**config.mk**
```make
export PLATFORM = sky130hd
export DESIGN_NAME = craps_controller
export DESIGN_NICKNAME = d
export VERILOG_FILES = /design/src/rtl/craps_controller.sv
export SDC_FILE = /design/constraint.sdc
export NUM_CORES = 1
export LEC_CHECK = 0
export BUFFER_PORTS_ARGS = -buffer_cell sky130_fd_sc_hd__buf_2
export CORE_ASPECT_RATIO = 1.5
export CORE_MARGIN = 2
export CORE_UTILIZATION = 50
export CTS_BUF_LIST = sky130_fd_sc_hd__clkbuf_16
export CTS_CLUSTER_DIAMETER = 40
export CTS_CLUSTER_SIZE = 12
export DETAILED_ROUTE_END_ITERATION = 6
export PLACE_DENSITY_LB_ADDON = 0.05
export SETUP_SLACK_MARGIN = 0.2
export SLEW_MARGIN = 20
export SYNTH_ARGS = -nofsm -noshare
export SYNTH_HDL_FRONTEND = slang
export SYNTH_SLANG_ARGS = --single-unit
```
**constraint.sdc**
```tcl
create_clock -name clk -period 4.17 [get_ports clk]
set_clock_uncertainty 0.05 [all_clocks]
set_input_delay 0.834 -clock clk [delete_from_list [all_inputs] [get_ports clk]]
set_output_delay 0.834 -clock clk [all_outputs]
set_load 0.02 [all_outputs]
```
**src/rtl/craps_controller.sv**
```systemverilog
// rtl/craps_controller.sv - craps game controller driving the dice roller.
// Optional win/loss statistics counters are enabled by defining CRAPS_STATS_EN.
module craps_controller #(
  parameter int ROLL_LATENCY = 1,
  parameter int CNT_W        = 8
) (
  input  logic             clk,
  input  logic             rst,
  input  logic             roll_btn,
  input  logic [2:0]       dice1_in,
  input  logic [2:0]       dice2_in,
  output logic             roll,
  output logic [3:0]       sum,
  output logic [3:0]       point,
  output logic             win,
  output logic             lose,
  output logic             result_valid,
  output logic [2:0]       game_state,
  output logic [CNT_W-1:0] roll_count,
  output logic [CNT_W-1:0] wins,
  output logic [CNT_W-1:0] losses
);

  typedef enum logic [2:0] {
    IDLE  = 3'd0,
    REQ   = 3'd1,
    WAIT  = 3'd2,
    EVAL  = 3'd3,
    POINT = 3'd4,
    WIN   = 3'd5,
    LOSE  = 3'd6
  } state_t;

  localparam logic [3:0]       LAT     = 4'(ROLL_LATENCY);
  localparam logic [CNT_W-1:0] CNT_ONE = {{(CNT_W-1){1'b0}}, 1'b1};

  state_t     state;
  logic       roll_btn_q;
  logic [3:0] wait_cnt;
  logic [2:0] d1;
  logic [2:0] d2;
  logic       btn_edge;
  logic       dice_bad;
  logic [3:0] eval_sum;

  assign btn_edge   = roll_btn & ~roll_btn_q;
  assign dice_bad   = (d1 == 3'd0) || (d1 == 3'd7) || (d2 == 3'd0) || (d2 == 3'd7);
  assign eval_sum   = {1'b0, d1} + {1'b0, d2};
  assign game_state = state;

  always_ff @(posedge clk or negedge rst) begin
    if (!rst) begin
      state        <= IDLE;
      roll_btn_q   <= 1'b0;
      wait_cnt     <= 4'd0;
      d1           <= 3'd0;
      d2           <= 3'd0;
      roll         <= 1'b0;
      sum          <= 4'd0;
      point        <= 4'd0;
      win          <= 1'b0;
      lose         <= 1'b0;
      result_valid <= 1'b0;
      roll_count   <= '0;
`ifdef CRAPS_STATS_EN
      wins         <= '0;
      losses       <= '0;
`endif
    end else begin
      roll_btn_q   <= roll_btn;
      roll         <= 1'b0;
      result_valid <= 1'b0;
      case (state)
        IDLE, POINT: begin
          if (btn_edge) begin
            state <= REQ;
            roll  <= 1'b1;
          end
        end
        WIN, LOSE: begin
          // A press after a finished game starts a fresh one.
          if (btn_edge) begin
            state      <= REQ;
            roll       <= 1'b1;
            point      <= 4'd0;
            win        <= 1'b0;
            lose       <= 1'b0;
            roll_count <= '0;
          end
        end
        REQ: begin
          state    <= WAIT;
          wait_cnt <= LAT;
        end
        WAIT: begin
          if (wait_cnt <= 4'd1) begin
            d1    <= dice1_in;
            d2    <= dice2_in;
            state <= EVAL;
          end else begin
            wait_cnt <= wait_cnt - 4'd1;
          end
        end
        EVAL: begin
          if (dice_bad) begin
            // Out-of-range die: silently re-roll.
            state <= REQ;
            roll  <= 1'b1;
          end else begin
            sum          <= eval_sum;
            result_valid <= 1'b1;
            if (roll_count != '1) roll_count <= roll_count + CNT_ONE;
            if ((point == 4'd0 && (eval_sum == 4'd7 || eval_sum == 4'd11)) ||
                (point != 4'd0 && eval_sum == point)) begin
              state <= WIN;
              win   <= 1'b1;
`ifdef CRAPS_STATS_EN
              if (wins != '1) wins <= wins + CNT_ONE;
`endif
            end else if ((point == 4'd0 && (eval_sum == 4'd2 || eval_sum == 4'd3 ||
                                            eval_sum == 4'd12)) ||
                         (point != 4'd0 && eval_sum == 4'd7)) begin
              state <= LOSE;
              lose  <= 1'b1;
`ifdef CRAPS_STATS_EN
              if (losses != '1) losses <= losses + CNT_ONE;
`endif
            end else begin
              if (point == 4'd0) point <= eval_sum;
              state <= POINT;
            end
          end
        end
        default: state <= IDLE;
      endcase
    end
  end

`ifndef CRAPS_STATS_EN
  assign wins   = '0;
  assign losses = '0;
`endif

endmodule

```
# Word level (Yosys, flattened, before mapping)
# Cells that the tools add are included.
# classes
reduce_logical	29
n_eq_ne	26
add_sub_neg	3
muxes	31
n_bitwise	3
order_cmp	1
# ops
operator	count
$mux 4	6
$mux 8	3
$ne 2x2->1 const B	10
$pmux 4 s2	2
$pmux 8 s2	1
$eq 3x3->1 const B	5
$pmux 3 s4	1
$mux 1	10
$logic_not 3->1	3
$mux 3	3
$add 8x1->8 const B	1
$eq 4x2->1 const B	2
$eq 4x4->1 const B	2
$logic_or 1x1->1	8
$ne 8x8->1 const B	1
$reduce_and 2->1	4
$reduce_and 4->1	2
$eq 3x2->1 const B	2
$pmux 1 s2	3
$reduce_and 6->1	1
$reduce_and 5->1	1
$add 3x3->4	1
$eq 4x3->1 const B	1
$eq 4x4->1	1
13 further kinds	19
# totals
input_bits	9
register_bits	34
out_inout_bits	39
elab_cells	105

# Logic depth before layout (Yosys ltp)
# Gate-level depths: netlist (run 1).
# depth
ltp_word	10
ltp_mapped	8
depth_no_buf	7

# Worst setup path after synthesis (run 1)
# No wires, ideal clock.
# synth_path
path_kind	reg-to-reg
start	register d1[0]
end	register state[0], in the netlist game_state[0]
t_required_ns	3.994
path_slack_ns	1.869
setup_ns	0.126
stages_incl_launch_ff	9
path_buffers	1
arrival_ns	2.125
synth_period_minus_slack_ns	2.301
path_cell_list	dfrtp_1 ha_1 fa_1 clkbuf_1 xor2_1 nor3_1 o211ai_1 o21ai_0 a221o_1
# synth_between
elab_chain_cells	8
word_cells_on_any_way	16
cone_classes	1 x add/sub; 4 x eq/ne; 3 x mux; 8 x reduce/logical
# synth_lines
item	line	rtl
start: declaration	40	logic [2:0] d1;
start signal: assignment	97	d1 <= dice1_in;
$add 3x3->4 *	48	assign eval_sum = {1'b0, d1} + {1'b0, d2};
net eval_sum[1]	44	logic [3:0] eval_sum;
$eq 4x3->1 / $eq 4x4->1 (equally long branches)	113	if ((point == 4'd0 && (eval_sum == 4'd7 || eval_sum == 4'd11)) ||
$logic_or 1x1->1	113	
$logic_and 1x1->1	113	
$logic_or 1x1->1 *	113	
$mux 2 *	113	
$mux 3 *	105	if (dice_bad) begin
$pmux 3 s4 *	73	case (state)
end signal: assignment	76	state <= REQ;
end signal: assignment	107	state <= REQ;
end signal: assignment	115	state <= WIN;
end: declaration	37	state_t state;
# The timed path passes the listed nets; every way through them passes the cells marked *.
# A chain may end at the register's enable or synchronous reset.

# Worst setup path after layout (run 1)
# layout_path
start	register d1[0]
end	register point[1]
# layout_between
elab_chain_cells	8
word_cells_on_any_way	30
cone_classes	1 x add/sub; 10 x eq/ne; 5 x mux; 14 x reduce/logical
# layout_lines
item	line	rtl
$add 3x3->4	48	
$eq 4x2->1	120	end else if ((point == 4'd0 && (eval_sum == 4'd2 || eval_sum == 4'd3 ||
$logic_or 1x1->1 (2 in a row)	120	
$logic_and 1x1->1	120	
$logic_or 1x1->1	121	eval_sum == 4'd12)) ||
$ne 2x2->1 (no source line)	n/a	
$reduce_and 6->1 (no source line)	n/a	
end signal: assignment	129	if (point == 4'd0) point <= eval_sum;
end: declaration	14	output logic [3:0] point,
# Several ways; a longest one is shown, not always the timed one. The select of a mux whose other input is x is not followed.

==> results of run 1 <==
==> layer usage <==
metal | GRT usage | vias to the layer above | share of wire
met5 | 0 | - | 0
met4 | 0.0833 | 0 | 0.012
met3 | 0.0436 | 5 | 0.035
met2 | 0.318 | 42 | 0.51
met1 | 0.244 | 785 | 0.45
li1 | - | 817 | -
==> stage by stage <==
stage | util | setup WS (ns)
2_1_floorplan | - | 1.87
3_3_place_gp | 0.548 | 1.58
3_5_place_dp | 0.548 | 1.61
4_1_cts | 0.590 | 1.60
5_1_grt | 0.590 | 1.38
6_report | 0.590 | 1.59
==> power by group <==
part           switching [W]  total, W  internal, W
registers           0.000199  0.000672     0.000473
logic               0.000672   0.00113     0.000456
clock network       0.000133  0.000412     0.000279
total                0.00100   0.00221      0.00121
==> cell type report <==
type / count / area (sq um)
Clock inverter: 3 / 40.0
Multi-Input combinational cell: 168 / 1060
Tap cell: 45 / 56.3
Sequential cell: 34 / 851
Inverter: 8 / 30.0
Timing Repair Buffer: 31 / 155
Fill cell: 348 / 1610
Clock buffer: 5 / 125
==> path summary, 6_finish.rpt <==
path,slack (ns),endpoint,start,cells after the start
worst max-delay path,1.59,point[1],d1[0],7
min in group asynchronous,0.57,d2[2],rst,1
worst max register to register,1.59,point[1],d1[0],7
worst min register to register,0.42,sum[1],sum[1],2
max in group asynchronous,3.02,wait_cnt[2],rst,1
worst min-delay path,0.42,sum[1],sum[1],2
==> sequential cells by signal, summed over array words and instances (netlist names) <==
register	count
result_valid	1
sum	4
d2	3
roll	1
d1	3
win	1
point	4
game_state	3
roll_btn_q	1
roll_count	8
lose	1
wait_cnt	4
==> placed cells by master, fill, tap and decap left out, types with 2 or more instances in the layout <==
cell type / n
o31ai_1: 2
mux2_2: 6
xor2_1: 4
and2_1: 2
or3_1: 2
o211ai_1: 6
a31oi_1: 4
a22o_1: 3
nand2b_1: 2
inv_1: 8
clkinv_2: 2
buf_2: 31
a32o_1: 4
nand3_1: 9
nand2_1: 27
dfrtp_1: 34
clkbuf_16: 5
nor2b_1: 2
o21ai_0: 14
ha_1: 6
and3_1: 5
conb_1: 16
a21oi_1: 10
nand4_1: 2
nor3_1: 7
mux2i_1: 6
nor2_1: 12
==> critical path: cells and delay by family, from the launching register on <==
family	cells	cell delay [ns]
adders and majority gates	2	0.68
xor gates and xnor gates	1	0.48
AOI/OAI and AO/OA	2	0.47
and+or+nand+nor	2	0.41
DFF	1	0.41
==> cells by family after synthesis <==
logic type | count (synthesis)
and+or+nand+nor | 77
AOI/OAI and AO/OA | 51
DFF | 34
buffers and inverters | 32
muxes | 12
adders and majority gates | 7
xor gates and xnor gates | 5
other | 1
==> metrics.txt, run 1 <==
All-Layer GR Usage=0.193; Synth Area in Simple Gates=0.194; antenna-violating nets left=0; CTS max path bufs=2; Final #Nets=264; Root Buffer=clkbuf_16; via count=1649; count of different cell masters after synthesis=44; ys flop type=dfrtp_1; Worst path slowest cell=xor2_1; sequential share of the synthesized area=0.418; Slew Limit Fails=0; mux cell area share after synthesis=0.0628; gr ovfl total=0; Synth async-reset ratio=1.00; # DRC=0; pin count of the biggest net entering global routing=35; CP Class=reg2reg; pwr dens=955 nW/um^2; Post-CTS Resized=0; total core area=3920 sq um; synth warn=0; Num CTS Buffers=5; hold_ws=0.422 ns; Crit Path Max Fanout=7; Final Setup Violations=0; final instance area=2310 sq um; Post-synth EDFFs=0; Die H=82.1 um; worst slew pin tran=0.748 ns; slowest cell delay on critical path=0.48 ns; CTS H-tree lvls=2; Mapped Area=2030 sq um; Starting DRT DRC Count=98; Critical Path RT=4.33 ns; Rel. slew slack=0.501; Hold WC Path Type=reg2reg; Post-Layout Cell Count=294; XOR/XNOR share of the synthesized area=0.0215; synth top area cells=dfrtp_1 42%, buf_4 5.9%, nand2_1 5.0%, ha_1 3.7%, o21ai_0 3.4%; Final Hold Viols=0; Compound-Gate Fraction of Synth Area=0.166; Initial Util=0.518; Synth area leader=dfrtp_1; Vias/cell=5.61; top-count cell post-synth=dfrtp_1; largest family of logic cells by synthesized area=simple AND/OR/NAND/NOR gates; diode count=0; f_max=387 MHz; power consumption=0.00221 W; antenna violations before repair=0; total die area=4600 sq um; Post-CTS Hold Fix Bufs=0; placed insts=286; Synth Area in Adders=0.0468; Clk Latency, worst-skew pair=0.28 ns; CTS Sinks=34; LEAKAGE=1.13 nW; worst path arrival time=2.74 ns; cell count after synthesis=219; Worst Setup End Kind=flop; top-area cell type share of the netlist area=0.418; Post-synth top cells=34 x dfrtp_1, 27 x nand2_1, 16 x buf_4; status=finished, final reports clean; drt first pass iters=6; dpl hpwl=3.04 mm; final period utilization=0.620; number of global-route vias before repair=1492; global-route wire length before repair=6.85 mm; WL/cell=14.3 um; max_cap viols=0; Post-Route WL=4.20 mm; Syn-to-layout area delta=13.8%; # IOs=48; crit-path cells=ha_1 > fa_1 > xor2_1 > nor2_1 > o211a_1 > nor4_4 > a32o_1; RSZ-0062 raised after global routing=false; CTS tree=done; Setup Fix Bufs, Post-CTS=0; cell row count=28; minimum clock period=2.58 ns; CTS clk-pin slew, worst paths=0.06 ns; worst vdd ir=0.656 mV; Mean Syn Cell Area=9.28 sq um; #FFs+latches synth=34; TNS Setup=0 ns; layout cells sized above 1=0.197; GPL Wtd Cong=0.823; DP Area=2150 sq um; die width=56.1 um; CP Launch Type=flop; count of input and output buffers=31
Power figures use the tool's default switching activity.
==> inputs of run 2 (changes only) <==
--- a/config.mk
+++ b/config.mk
@@ -8,7 +8,7 @@
 export BUFFER_PORTS_ARGS = -buffer_cell sky130_fd_sc_hd__buf_2
 export CORE_ASPECT_RATIO = 1.5
 export CORE_MARGIN = 2
-export CORE_UTILIZATION = 50
+export CORE_UTILIZATION = 48
 export CTS_BUF_LIST = sky130_fd_sc_hd__clkbuf_16
 export CTS_CLUSTER_DIAMETER = 40
 export CTS_CLUSTER_SIZE = 12
==> constraint.sdc (replaced) <==
create_clock -name clk -period 2.3 [get_ports clk]
set_clock_uncertainty 0.05 [all_clocks]
set_input_delay 0.46 -clock clk [delete_from_list [all_inputs] [get_ports clk]]
set_output_delay 0.46 -clock clk [all_outputs]
set_load 0.02 [all_outputs]
==> metrics.txt, run 2 (synthesis gave the netlist of run 1 again) <==
status=finished, final reports clean; Final Hold Viols=0 (unchanged); CTS tree=done; clock share of power=0.140 (-0.046); Starting DRT DRC Count=52 (-47%); Reg with most FFs=roll_count; worst slew pin tran=0.768 ns (+0.0194 ns); Vias/cell=5.53 (-1.5%); TNS Setup=0 ns (unchanged); worst path arrival time=2.30 ns (-0.44 ns); placed insts=296 (+3.5%); Post-Route WL=4.31 mm (+2.5%); worst reg-to-reg setup slack=0.11 ns (-1.48 ns); Critical Path RT=2.41 ns (-1.92 ns); gr ovfl total=0 (unchanged); CP top delay family=adder cells; number of global-route vias before repair=1668 (+12%); most frequent cells in the layout=34 x dfrtp_1, 31 x buf_2, 27 x nand2_1; Rel. slew slack=0.488 (-0.0129); Finished Core Util=0.600 (+0.00959); Hold WC Path Type=in2async; Crit Path Max Fanout=6 (-1); f_max=456 MHz (+18%); Syn-to-layout area delta=22.0%; Final Setup Violations=0 (unchanged); CTS clk-pin slew, worst paths=0.05 ns (about the same); LEAKAGE=1.19 nW (+5.2%); CTS H-tree lvls=2 (unchanged); antenna-violating nets left=0 (unchanged); minimum clock period=2.19 ns (-0.389 ns); Die H=83.7 um (+2.0%); total core area=4140 sq um (+5.4%); Net Switching=0.00200 W (+99%); CTS Sinks=34 (unchanged); total die area=4780 sq um (+3.9%); Final #Nets=280 (+6.1%); Bufs and invs on worst path=0 (unchanged); Worst path slowest cell=fa_2; Post-Layout Cell Count=311 (+5.8%); antenna violations before repair=0 (unchanged); CTS max path bufs=2 (unchanged); drt first pass iters=4 (-2); die width=57.1 um (+1.9%); via count=1719 (+4.2%); cell row count=29 (+3.6%); Sw Share=0.445 (-0.00875); diode count=0 (unchanged); # DRC=0 (unchanged); layout cells sized above 1=0.264 (+0.0674); pwr dens=1810 nW/um^2 (+89%); Worst Setup End Kind=flop; final period utilization=0.954 (+0.335); RSZ-0062 raised after global routing=true; All-Layer GR Usage=0.198 (+0.00551); commonest non-fill, non-tap cell in the layout=dfrtp_1; pin count of the biggest net entering global routing=35 (unchanged); CP Launch Type=flop; Comb power frac=0.608 (+0.098); count of input and output buffers=31 (unchanged); register share of total power=0.251 (-0.053); number of flip-flops in the largest register=8 (unchanged); hold_ws=0.206 ns (-0.216 ns); crit-path cells=ha_4 > fa_2 > xor2_1 > nor3_1 > o211ai_1 > o21ai_1 > a221o_1; Pint=0.00249 W (+110%); Num CTS Buffers=5 (unchanged); Slew Limit Fails=0 (unchanged); Initial Util=0.492 (-0.0266); WL/cell=13.8 um (-3.1%); CP Class=reg2reg; worst vdd ir=1.46 mV (+120%); global-route wire length before repair=7.51 mm (+9.6%); GPL Wtd Cong=0.794 (-3.5%); slowest cell delay on critical path=0.61 ns (+0.13 ns); # IOs=48 (unchanged); Clk Latency, worst-skew pair=0.28 ns (about the same); Root Buffer=clkbuf_16; dpl hpwl=3.14 mm (+3.5%); max_cap viols=0 (unchanged)
-- run 2: layout make-up --
class                   count  area [sq um]
inverters                   8          30.0
fillers                   379          1660
well taps                  46          57.6
clock inverters             3          11.3
flip-flops and latches     34           851
clock buffers               5           125
multi-input cells         168          1130
repair buffers             47           275
-- run 2: worst paths after layout --
| kind | endpoint | cells past startpoint | from |
|---|---|---|---|
| hold reg to reg | sum[1] | 2 | sum[1] |
| setup / recovery | game_state[0] | 7 | d1[0] |
| min in group clk | roll_btn_q | 1 | roll_btn |
| hold / removal | wait_cnt[2] | 1 | rst |
| setup reg to reg | game_state[0] | 7 | d1[0] |
| max in group asynchronous | result_valid | 1 | rst |
-- run 2: metrics by stage --
stage	worst slack (ns)	instance area, sq um	total power [W]
floorplan	0.168	2120	0.00289
global placement	0.0389	2240	0.00351
detailed placement	0.0264	2240	0.00352
CTS	0.0326	2460	0.00445
global route	0.00134	2480	0.00485
finish	0.105	2480	0.00448
-- run 2: power by group through the flow --
stage          clock, W  sequential (W)  combinational [W]
6_report       0.000628         0.00113            0.00273
3_5_place_dp          0         0.00114            0.00238
3_3_place_gp          0         0.00114            0.00237
2_1_floorplan         0         0.00131            0.00158
5_1_grt        0.000664         0.00118            0.00301
4_1_cts        0.000637         0.00113            0.00269
-- run 2: per-layer routing --
layer,share of wire,track usage,wire (um),vias to the layer above
met5,0,0,0,-
met2,0.52,0.346,2260,32
met3,0.031,0.0388,134,8
met1,0.43,0.237,1840,830
met4,0.018,0.0698,77,0
li1,-,-,-,849
-- run 2: timing repair --
action	CTS	global route
setup buffers	6	1
pin swaps	7	10
resized for setup	4	3
setup endpoints to repair	7	9
hold buffers	0	0
==> inputs of run 3 (changes only) <==
--- a/config.mk
+++ b/config.mk
@@ -13,7 +13,7 @@
 export CTS_CLUSTER_DIAMETER = 40
 export CTS_CLUSTER_SIZE = 12
 export DETAILED_ROUTE_END_ITERATION = 6
-export PLACE_DENSITY_LB_ADDON = 0.05
+export PLACE_DENSITY = 0.82
 export SETUP_SLACK_MARGIN = 0.2
 export SLEW_MARGIN = 20
 export SYNTH_ARGS = -nofsm -noshare
==> metrics.txt, run 3 (synthesis gave the netlist of run 1 again) <==
RSZ-0062 raised after global routing=true; CP top delay family=adder cells; number of flip-flops in the largest register=8 (unchanged); Post-Route WL=4.66 mm (+8.3%); die width=57.1 um (unchanged); LEAKAGE=1.22 nW (+2.8%); CP Launch Point=d1[0]; final period utilization=0.983 (+0.0290); GPL Wtd Cong=0.848 (+6.7%); CTS H-tree lvls=2 (unchanged); CTS max path bufs=2 (unchanged); worst slew pin tran=0.768 ns (+0.000473 ns); antenna-violating nets left=0 (unchanged); number of global-route vias before repair=1733 (+3.9%); count of input and output buffers=31 (unchanged); total die area=4780 sq um (unchanged); r2r endpoint=game_state[0]; CTS Sinks=34 (unchanged); Crit Path Max Fanout=7 (+1); Reg with most FFs=roll_count; diode count=0 (unchanged); status=finished, final reports clean; slowest cell delay on critical path=0.68 ns (+0.07 ns); Die H=83.7 um (unchanged); Bufs and invs on worst path=0 (unchanged); global-route wire length before repair=7.78 mm (+3.7%); via count=1804 (+4.9%); crit-path cells=ha_4 > fa_2 > xor2_1 > nor3_1 > o211ai_1 > o21ai_2 > a221o_1; Rel. slew slack=0.488 (about the same); antenna violations before repair=0 (unchanged); Syn-to-layout area delta=23.9%; Root Buffer=clkbuf_16; Final Setup Violations=0 (unchanged); f_max=442 MHz (-3.0%); layout cells sized above 1=0.273 (+0.00926); R2R depth=7 (unchanged); Worst path slowest cell=fa_2; minimum clock period=2.26 ns (+0.0667 ns); All-Layer GR Usage=0.207 (+0.00870); Critical Path Stages=7 (unchanged); # IOs=48 (unchanged); Hold WC Path Type=in2async; Slew Limit Fails=0 (unchanged); most frequent cells in the layout=34 x dfrtp_1, 31 x buf_2, 27 x nand2_1; commonest non-fill, non-tap cell in the layout=dfrtp_1; cell row count=29 (unchanged); worst path arrival time=2.37 ns (+0.07 ns); slack of the critical path=0.0386 ns (-0.0667 ns); gr ovfl total=0 (unchanged); CTS tree=done; Post-CTS Hold Fix Bufs=0 (unchanged); Starting DRT DRC Count=48 (-7.7%); Finished Core Util=0.609 (+0.00938); worst vdd ir=1.37 mV (-6.6%); crit path to=game_state[0]; pwr dens=1890 nW/um^2 (+4.4%); Clk Latency, worst-skew pair=0.28 ns (about the same); max_cap viols=0 (unchanged); power consumption=0.00475 W (+6.0%); Vias/cell=5.76 (+4.3%); worst r2r src=d1[0]; dpl hpwl=3.17 mm (+1.1%); CTS clk-pin slew, worst paths=0.06 ns (about the same); Final #Nets=282 (+0.71%); worst reg-to-reg setup slack=0.04 ns (-0.07 ns); # DRC=0 (unchanged); hold_ws=0.207 ns (+0.00134 ns); drt first pass iters=4 (unchanged); TNS Setup=0 ns (unchanged); Initial Util=0.492 (unchanged); Critical Path RT=2.41 ns (about the same); total core area=4140 sq um (unchanged); Num CTS Buffers=5 (unchanged); WL/cell=14.9 um (+7.6%); Final Hold Viols=0 (unchanged); pin count of the biggest net entering global routing=35 (unchanged); CP Class=reg2reg; Worst Setup End Kind=flop; CP Launch Type=flop; Place WS=0.0349 ns (+0.00854 ns)
==> run 3: per-stage QoR <==
stage                     cell area (sq um)  instances
after floorplan                        2120        234
after global placement                 2230        295
after detailed placement               2230        295
after CTS                              2490        311
after global routing                   2520        313
final                                  2520        313
==> run 3: cell type report <==
type | count | area (sq um)
fillers | 345 | 1620
inverters | 8 | 30.0
well taps | 46 | 57.6
repair buffers | 49 | 290
flip-flops and latches | 34 | 851
clock inverters | 3 | 37.5
multi-input cells | 168 | 1130
clock buffers | 5 | 125
==> run 3: how the worst min path moves through the flow <==
stage                     cells after the start  startpoint  slack (ns)     end
after floorplan                               0         rst        0.11   d1[0]
after global placement                        2      sum[0]        0.41  sum[0]
after detailed placement                      2      sum[2]        0.42  sum[2]
after CTS                                     1         rst        0.23   d1[1]
after global routing                          1         rst        0.27   d1[1]
final                                         1         rst        0.21   d1[1]
==> run 3: repair_timing <==
action / in CTS / in global routing
gates resized for setup: 5 / 2
endpoints found under the setup margin: 8 / 8
buffers inserted: 8 / 2
pin swaps: 6 / 12
==> run 3: metal layers <==
metal  GRT usage  up-vias  wire length [um]
li1            -      850                 -
met1       0.234      883              1810
met2       0.363       61              2530
met3      0.0403       10               212
met4      0.0994        0               112
met5           0        -                 0
==> run 3: power by group <==
group | switching (W) | internal (W) | total, W | leakage, nW
Clock | 0.000233 | 0.000502 | 0.000735 | 0.0864
Sequential | 0.000287 | 0.000859 | 0.00115 | 0.430
Combinational | 0.00157 | 0.00130 | 0.00287 | 0.703
